<file path="src/rtl/gr_heep_pkg.sv">
// gr_heep_pkg: shared external-crossbar sizing constants and the arbiter state type
package gr_heep_pkg;
  localparam int unsigned ExtXbarNMaster = 2;
  localparam int unsigned ExtXbarNMasterRnd = ExtXbarNMaster == 0 ? 1 : ExtXbarNMaster;
  localparam int unsigned LogExtXbarNMaster = ExtXbarNMasterRnd > 1 ? $clog2(ExtXbarNMasterRnd) : 1;
  localparam int unsigned ExtObiMaxOutstanding = 4;
  typedef enum logic {IDLE, HOLD} ext_arb_state_e;
endpackage

</file>
<file path="src/rtl/ext_obi_rsp_fifo.sv">
// ext_obi_rsp_fifo: non-fall-through response-routing FIFO (clk_i, rst_ni active-low sync; i_push/i_data in, i_pop in, o_full/o_empty/o_head out)
module ext_obi_rsp_fifo
  import gr_heep_pkg::*;
#(
  parameter int unsigned IdxWidth = LogExtXbarNMaster,
  parameter int unsigned Depth = ExtObiMaxOutstanding
) (
  input  logic                clk_i,
  input  logic                rst_ni,
  input  logic                i_push,
  input  logic                i_pop,
  input  logic [IdxWidth-1:0] i_data,
  output logic                o_full,
  output logic                o_empty,
  output logic [IdxWidth-1:0] o_head
);
  localparam int unsigned PW = $clog2(Depth);
  logic [PW:0] r_wr, r_rd;
  logic [IdxWidth-1:0] r_mem [Depth];
  logic w_push, w_pop;
  assign o_empty = r_wr == r_rd;
  assign o_full = (r_wr ^ r_rd) == {1'b1, {PW{1'b0}}};
  assign o_head = r_mem[r_rd[PW-1:0]];
  assign w_push = i_push && !o_full;
  assign w_pop = i_pop && !o_empty;
  always_ff @(posedge clk_i) begin
    if (!rst_ni) begin
      r_wr <= '0;
      r_rd <= '0;
    end else begin
      if (w_push) r_wr <= r_wr + 1'b1;
      if (w_pop) r_rd <= r_rd + 1'b1;
    end
  end
  always_ff @(posedge clk_i) if (w_push) r_mem[r_wr[PW-1:0]] <= i_data;
endmodule

</file>
<file path="src/rtl/ext_obi_rr_arbiter.sv">
// ext_obi_rr_arbiter: round-robin OBI arbiter, m_* masters -> s_* slave, FIFO-routed m_rvalid_o, sticky err_o; EXT_OBI_ARB_PRIO_EN gives master 0 fixed priority
module ext_obi_rr_arbiter
  import gr_heep_pkg::*;
#(
  parameter int unsigned NMaster = ExtXbarNMasterRnd,
  parameter int unsigned MaxOutstanding = ExtObiMaxOutstanding,
  parameter int unsigned AddrWidth = 32,
  parameter int unsigned DataWidth = 32
) (
  input  logic                                  clk_i,
  input  logic                                  rst_ni,
  input  logic [NMaster-1:0]                    m_req_i,
  input  logic [NMaster-1:0]                    m_we_i,
  input  logic [NMaster-1:0][DataWidth/8-1:0]   m_be_i,
  input  logic [NMaster-1:0][AddrWidth-1:0]     m_addr_i,
  input  logic [NMaster-1:0][DataWidth-1:0]     m_wdata_i,
  output logic [NMaster-1:0]                    m_gnt_o,
  output logic [NMaster-1:0]                    m_rvalid_o,
  output logic [DataWidth-1:0]                  m_rdata_o,
  output logic                                  s_req_o,
  output logic                                  s_we_o,
  output logic [DataWidth/8-1:0]                s_be_o,
  output logic [AddrWidth-1:0]                  s_addr_o,
  output logic [DataWidth-1:0]                  s_wdata_o,
  input  logic                                  s_gnt_i,
  input  logic                                  s_rvalid_i,
  input  logic [DataWidth-1:0]                  s_rdata_i,
  output logic                                  err_o
);
  localparam int unsigned IW = NMaster > 1 ? $clog2(NMaster) : 1;
  ext_arb_state_e r_state, w_state_n;
  logic [IW-1:0] r_rr_ptr, r_sel, w_win, w_sel, w_head;
  logic w_any, w_full, w_empty, w_grant, w_pop, w_adv, r_err;
  always_comb begin
    w_win = '0;
    w_any = 1'b0;
    for (int k = int'(NMaster) - 1; k >= 0; k--) begin
      w_win = m_req_i[IW'((int'(r_rr_ptr) + k) % int'(NMaster))] ? IW'((int'(r_rr_ptr) + k) % int'(NMaster)) : w_win;
      w_any = w_any | m_req_i[IW'((int'(r_rr_ptr) + k) % int'(NMaster))];
    end
`ifdef EXT_OBI_ARB_PRIO_EN
    w_win = m_req_i[0] ? '0 : w_win;
`endif
  end
  assign w_sel = r_state == HOLD ? r_sel : w_win;
  // full is checked only on entry; a held request has its slot reserved
  assign s_req_o = rst_ni && (r_state == HOLD || (w_any && !w_full));
  assign s_we_o = rst_ni && m_we_i[w_sel];
  assign s_be_o = rst_ni ? m_be_i[w_sel] : '0;
  assign s_addr_o = rst_ni ? m_addr_i[w_sel] : '0;
  assign s_wdata_o = rst_ni ? m_wdata_i[w_sel] : '0;
  assign w_grant = s_req_o && s_gnt_i;
  assign w_pop = rst_ni && s_rvalid_i && !w_empty;
  assign m_gnt_o = w_grant ? NMaster'(1) << w_sel : '0;
  assign m_rvalid_o = w_pop ? NMaster'(1) << w_head : '0;
  assign m_rdata_o = s_rdata_i;
  assign err_o = r_err;
`ifdef EXT_OBI_ARB_PRIO_EN
  assign w_adv = w_grant && w_sel != '0;
`else
  assign w_adv = w_grant;
`endif
  always_comb begin
    w_state_n = r_state;
    w_state_n = r_state == IDLE ? (s_req_o && !s_gnt_i ? HOLD : IDLE) : (s_gnt_i ? IDLE : HOLD);
  end
  always_ff @(posedge clk_i) r_state <= !rst_ni ? IDLE : w_state_n;
  always_ff @(posedge clk_i) begin
    if (!rst_ni) begin
      r_rr_ptr <= '0;
      r_sel <= '0;
      r_err <= 1'b0;
    end else begin
      if (w_adv) r_rr_ptr <= IW'((int'(w_sel) + 1) % int'(NMaster));
      if (r_state == IDLE && s_req_o && !s_gnt_i) r_sel <= w_win;
      if (s_rvalid_i && w_empty) r_err <= 1'b1;
    end
  end
  ext_obi_rsp_fifo #(.IdxWidth(IW), .Depth(MaxOutstanding)) u_fifo (
    .clk_i   (clk_i),
    .rst_ni  (rst_ni),
    .i_push  (w_grant),
    .i_pop   (w_pop),
    .i_data  (w_sel),
    .o_full  (w_full),
    .o_empty (w_empty),
    .o_head  (w_head)
  );
endmodule

</file>
<file path="config.mk">
export PLATFORM = sky130hd
export DESIGN_NAME = ext_obi_rr_arbiter
export DESIGN_NICKNAME = d
export VERILOG_FILES = /design/src/rtl/gr_heep_pkg.sv /design/src/rtl/ext_obi_rsp_fifo.sv /design/src/rtl/ext_obi_rr_arbiter.sv
export SDC_FILE = /design/constraint.sdc
export NUM_CORES = 1
export LEC_CHECK = 0
export CAP_MARGIN = 15
export CORE_AREA = 2 2 110 112
export CTS_BUF_LIST = sky130_fd_sc_hd__clkbuf_8
export DETAILED_ROUTE_END_ITERATION = 8
export DIE_AREA = 0 0 112 114
export DONT_BUFFER_PORTS = 1
export PLACE_DENSITY = 0.42
export SYNTH_ARGS = -nofsm -noshare
export SYNTH_HDL_FRONTEND = slang
export SYNTH_SLANG_ARGS = --single-unit
</file>
<file path="constraint.sdc">
create_clock -name clk_i -period 1.9 [get_ports clk_i]
set_input_delay 0.285 -clock clk_i [delete_from_list [all_inputs] [get_ports clk_i]]
set_output_delay 0.285 -clock clk_i [all_outputs]
set_load 0.03 [all_outputs]
</file>
==> results of run 1 <==
==> final cells by class <==
type | count | area (µm²) | share of cell area (%)
multi-input combinational | 274 | 1820 | 56.3
tap | 147 | 184 | 5.68
clock buffer | 3 | 41.3 | 1.27
timing repair buffer | 91 | 807 | 24.9
inverter | 4 | 15.0 | 0.463
sequential | 16 | 367 | 11.3
clock inverter | 1 | 3.75 | 0.116
==> logic make-up (layout without fill, tap and decap cells) <==
logic type | after synthesis | count (layout) | synth area share (%)
compound gates | 151 | 151 | 38.7
xor+xnor | 6 | 6 | 2.38
fa+ha+maj | 5 | 5 | 2.48
buf+inv | 76 | 99 | 17.0
flops | 16 | 16 | 14.3
mux | 10 | 10 | 4.47
simple gates | 102 | 102 | 20.6
==> routing by layer <==
layer	track usage, %	up-vias
li1	-	1335
met1	15.9	1296
met2	22.0	159
met3	2.92	18
met4	3.09	0
met5	0	-
==> stage by stage <==
| stage | total power [mW] | setup WS [ps] | instance area, µm² |
|---|---|---|---|
| after floorplan | 1.08 | 14.5 | 2520 |
| after global placement | 1.18 | 274 | 3030 |
| after detailed placement | 1.19 | 256 | 3030 |
| after CTS | 1.48 | 0.121 | 3120 |
| after global routing | 1.58 | -23.3 | 3240 |
| final | 1.48 | 26.6 | 3240 |
==> path summary, 6_finish.rpt <==
check	slack (ps)	from	depth (start not counted)	to
hold reg to reg	490	r_sel	2	r_sel
setup / recovery	30	r_state	5	s_wdata_o[17]
setup reg to reg	480	r_state	4	u_fifo.r_mem[0]
hold / removal	180	m_req_i[0]	2	r_state
==> critical path: stages, from the launching register on <==
cell      delay [ps]
dfxtp_2          340
and3b_2          290
buf_12           200
o21ai_1           80
a21boi_1         190
buf_4            190
==> synth_stat cells (all sizes together) (4+ instances only) <==
cell and instances:
a21boi 70, and2 5, buf 53, clkbuf 19
dfxtp 12, edfxtp 4, ha 5, inv 4
mux2i 9, nand2 14, nand2b 4, nand3 70
o21ai 69
==> power breakdown <==
group	internal (mW)	leakage (nW)	total (mW)	switching, mW
sequential	0.374	0.135	0.402	0.0285
clock	0.143	0.0231	0.262	0.119
combinational	0.338	1.22	0.820	0.482
total	0.855	1.38	1.48	0.629
==> what timing repair did <==
item,in CTS,in global routing
setup buffers,1,0
endpoints found under the setup margin,5,40
hold endpoints to repair,0,0
gates cloned,1,1
gates resized for setup,1,25
pin swaps,0,1
==> flow_summary.toml, run 1 <==
[floorplanning]
start_util_pct = 21.5
die_w_um = 112
die-area_um2 = 12800
core-area_um2 = 11700
chipHeight_um = 114
ioPinCount = 283
rows = 40

[cts]
clock_latency_ps = 250
cts_tree = "built"
htreeDepth = 1
cts_buffer_depth = 2
hold_buffers = 0
clkSinkCount = 16
tritoncts.num_buffers = 3
clkTransAtPathRegs_ps = 70
cts-root-buf = "clkbuf_8"

[routing]
drc = 0
wl_um = 9480
drt-met1-wl_um = 3680
ant_nets = 0
viasPerCell = 5.24
topRoutingLayerUsed = "met4"
drtIter0Drc = 100
vias = 2808
route.met3.wl_um = 885
wl_per_cell_um = 17.7
wl_met2_um = 4700
dr.pass1.iters = 4

[critical_path]
cp.arrival_ps = 1590
crit_required_ps = 1620
path_class = "reg -> out"
start_kind = "flop"
crit_path_max_fanout = 37
crit_path_end_kind = "output port"

[synthesis]
synthDominantCellAreaShare_pct = 20.9
synthTopCellsByArea = "a21boi_1 (21%), nand3_1 (14%), o21ai_1 (14%)"
netlist_area_um2 = 2520
synthArstFlopShare_pct = 0
synth_ff_type = "dfxtp_1"
synth_edf_count = 4
yosys.area.top_type = "a21boi_1"
synth_seq_cells = 16
synth_cells = 366
synthDistinctLibCells = 34
synth_fp_nets = 547
ys_seq_area_share_pct = 14.3
ys.warnings.count = 0
syn_area_per_cell_um2 = 6.88

[placed_design]
place.port_buffers = 0
dp.cells = 529
dp_hpwl_um = 6730
gp_congestion = 0.788

[cells_and_area]
layout_commonest_cell = "buf_4"
final_util_pct = 27.7
fin_nets = 571
fill_cells = 1298
n_antenna_cell = 0
area_delta_synth_final_pct = 28.7
layout_common_cells = "buf_4 (80), nand3_1 (70), o21ai_1 (67), a21boi_1 (61), nand2_1 (12)"
fin_cells = 536
drive_gt1_share_pct = 31.1

[power]
vdd_drop_max_uv = 371
leakagePower_nw = 1.38
powerDensity_nw_per_um2 = 458

[timing]
slew_viol_final = 0
rsz0062_at_grt = "true"
hold_ws_ps = 179
final-setup-viol-count = 0
finClkSkew_ps = 6.70
hold_viol_final = 0
min_period_over_period_pct = 98.6
fin_crit_ps = 1870
fin_tns_setup_ps = 0
maxSlewHeadroom_pct = 77.0
worstMarginPinSlew_ps = 345
fmax_mhz = 534

[job]
max_cap_viol_count = 0

[grt]
grt_antenna_before_repair = 0
grt_pass1_vias = 2534
grt_max_degree = 91
grt_first_pass_wirelength_um = 13200
grt_overflow = 0
grt_usage_pct = 12.6

[min_path]
hp-class = "in -> reg"

[outcome]
status = "completed"
Note: power is estimated with default switching activity, not from simulation.
==> inputs of run 2 (changes only) <==
CORE_AREA = 2 2 109 111   (was 2 2 110 112)
DIE_AREA = 0 0 111 113   (was 0 0 112 114)
PLACE_DENSITY = 0.35   (was 0.42)
SETUP_SLACK_MARGIN = 0.15   (was default)
SYNTH_HIERARCHICAL = 1   (was default)
==> run 2 against run 1 <==
Against the previous run:
- the run now ends with negative setup slack left
- sequential power is 1% higher
- core utilization is 19 points higher
- worst setup slack worse by 140 ps
- sequential share of layout area is 4.0 points lower
- clock power is 3% lower
- flip-flop and latch count stayed put
- synthesized cell count is 3.8% higher
- die area is 1.8% lower
- hold slack worse by 82 ps
- clock-buffer cell count stayed put
- combinational power is 72% higher
- critical path type unchanged
- largest cell class unchanged
==> flow_summary.toml, run 2 <==
[outcome]
status = "finished with violations"
violations = "negative setup slack"

[critical_path]
start_kind = "flop"
crit_chain = "buf_6, nand3b_1, buf_6, buf_12, clkbuf_16, nand3_2, a21boi_1, buf_4"
crit_path_end_kind = "output port"
crit_required_ps = 1620
crit_path_max_fanout = 7
regToRegStartpoint = "u_fifo/r_wr[0]"
slowest_delay_ps = 380
timing.rr.end = "u_fifo/r_wr[2]"
r2r_setup_slack_ps = -40
cpMaxStageDelayCell = "dfxtp_4"
rr_worst_depth = 8
cp.arrival_ps = 1730
path_class = "reg -> out"
cp_common_cell = "buf_6"

[timing]
fin_tns_setup_ps = -2150
min_period_over_period_pct = 106
maxSlewHeadroom_pct = 67.6
fmax_mhz = 498
finClkSkew_ps = 1.32
final-setup-viol-count = 48
slew_viol_final = 0
fin_crit_ps = 2010
rsz0062_at_grt = "true"
setup_ws_ps = -110
hold_viol_final = 0
worstMarginPinSlew_ps = 479

[cts]
clkTransAtPathRegs_ps = 60
hold_buffers = 0
cts_buffer_depth = 2
clkSinkCount = 16
tritoncts.num_buffers = 3
clock_latency_ps = 240
cts-root-buf = "clkbuf_8"
htreeDepth = 1
cts_tree = "built"

[power]
finalPower_mw = 2.07
powerDensity_nw_per_um2 = 395
vdd_drop_max_uv = 245
leakagePower_nw = 2.21

[floorplanning]
core-area_um2 = 11300
die-area_um2 = 12500
start_util_pct = 23.3
die_w_um = 111
chipHeight_um = 113
ioPinCount = 283
rows = 39

[cells_and_area]
finish.instance_area_um2 = 5250
drive_gt1_share_pct = 73.2
n_antenna_cell = 0
fin_cells = 606
fin_nets = 645
layout_commonest_cell = "buf_6"
area_delta_synth_final_pct = 99.7
layout_common_cells = "buf_6 (63), buf_4 (55), a21boi_2 (39), nand3_2 (38), o21ai_2 (36)"

[grt]
grt_pass1_vias = 3134
grt_overflow = 0
grt_first_pass_wirelength_um = 17700
grt_usage_pct = 17.3
grt_max_degree = 85
grt_antenna_before_repair = 0

[synthesis]
synthTopCellsByArea = "a21boi_0 (15%), nand3_1 (14%), o21ai_0 (12%)"
synthArstFlopShare_pct = 0
synth_ff_type = "dfxtp_1"
synth_fp_nets = 561
synth_edf_count = 4
netlist_area_um2 = 2630
ys_seq_area_share_pct = 13.7
syn_area_per_cell_um2 = 6.92
synth_common_cells = "nand3_1 (71), o21ai_0 (64), a21boi_0 (54)"
synth.most_common_cell = "nand3_1"
synthDominantCellAreaShare_pct = 15.4
synthDistinctLibCells = 38
yosys.area.top_type = "a21boi_0"
synth_cells = 380
ys.warnings.count = 6
synth_seq_cells = 16

[min_path]
min_path_cells = 1
whs_endpoint = "r_state"
hold_start = "s_gnt_i"
hp-class = "in -> reg"

[placed_design]
dp.cells = 558
place.port_buffers = 0
postPlaceCellArea_um2 = 3290
dp_hpwl_um = 8210
gp_congestion = 0.852

[routing]
viasPerCell = 5.55
wl_per_cell_um = 23.0
drc = 0
dr.pass1.iters = 4
ant_nets = 0
drtIter0Drc = 193
wl_um = 13900
vias = 3364

[job]
max_cap_viol_count = 0
[run 2: cell types whose count changed after synthesis, moves of 4 or more]
cell      before  now
a21boi_1      70   15
a21oi_1        1    5
o21ai_1       69    0
clkbuf_2       0    5
buf_1          8    0
nand3b_1       1    5
nand2_1       14    9
a21boi_0       0   54
o21ai_0        0   64
nand2b_1       4    0
mux2i_1        9    2
o21ai_2        0   10
inv_1          4    8
[run 2: report_power, final]
part | switching, mW | internal, mW
logic | 0.710 | 0.700
registers | 0.0359 | 0.372
clock network | 0.112 | 0.143
total | 0.859 | 1.22
[run 2: cell type report]
type / count / area [µm²]
clock buffers: 3 / 41.3
multi-input cells: 288 / 2830
fillers: 1044 / 6020
flip-flops and latches: 16 / 384
well taps: 143 / 179
clock inverters: 1 / 3.75
repair buffers: 147 / 1780
inverters: 8 / 32.5
[run 2: timing repair]
item / in CTS / in global routing
gates resized for setup: 95 / 237
cloned: 8 / 11
endpoints found under the setup margin: 85 / 86
setup buffers: 17 / 8
pin swaps: 22 / 147
[run 2: logic make-up after synthesis]
family	share of synthesized area, %
buf+inv	17.6
compound gates	38.8
mux	1.62
xor+xnor	2.85
fa+ha+maj	2.38
simple gates	23.1
flops	13.7
[run 2: worst max-delay path by stage]
stage                                 to           start  cells after the start
after detailed placement  u_fifo/r_wr[2]  u_fifo/r_wr[0]                      8
final                      s_wdata_o[25]         r_state                      8
after global routing      u_fifo/r_wr[2]  u_fifo/r_wr[0]                      8
after CTS                  s_wdata_o[20]         r_state                      6
after global placement    u_fifo/r_wr[2]  u_fifo/r_wr[0]                      8
after floorplan           u_fifo/r_wr[2]  u_fifo/r_wr[0]                      8
[run 2: stage by stage]
| step | util (%) | setup WS [ps] | hold WS, ps |
|---|---|---|---|
| final | 46.6 | -110 | 97.0 |
| after global routing | 46.6 | -196 | 82.7 |
| after CTS | 35.0 | -64.8 | 90.5 |
| after floorplan | - | -168 | 357 |
| after detailed placement | 29.2 | -30.8 | 362 |
| after global placement | 29.2 | 8.54 | 361 |
[run 2: worst max-delay path, delay by kind of cell, from the launching register on]
kind | cells | cell delay [ps]
buf+inv | 5 | 740
compound gates | 1 | 150
flops | 1 | 380
simple gates | 2 | 210
[run 2: routing by layer]
layer  share of wire [%]  GRT usage, %  up-vias
met5                   0             0        -
met4                 2.4          4.75        0
met3                 6.5          3.86       26
met2                  53          31.3      145
met1                  38          20.8     1646
li1                    -             -     1547
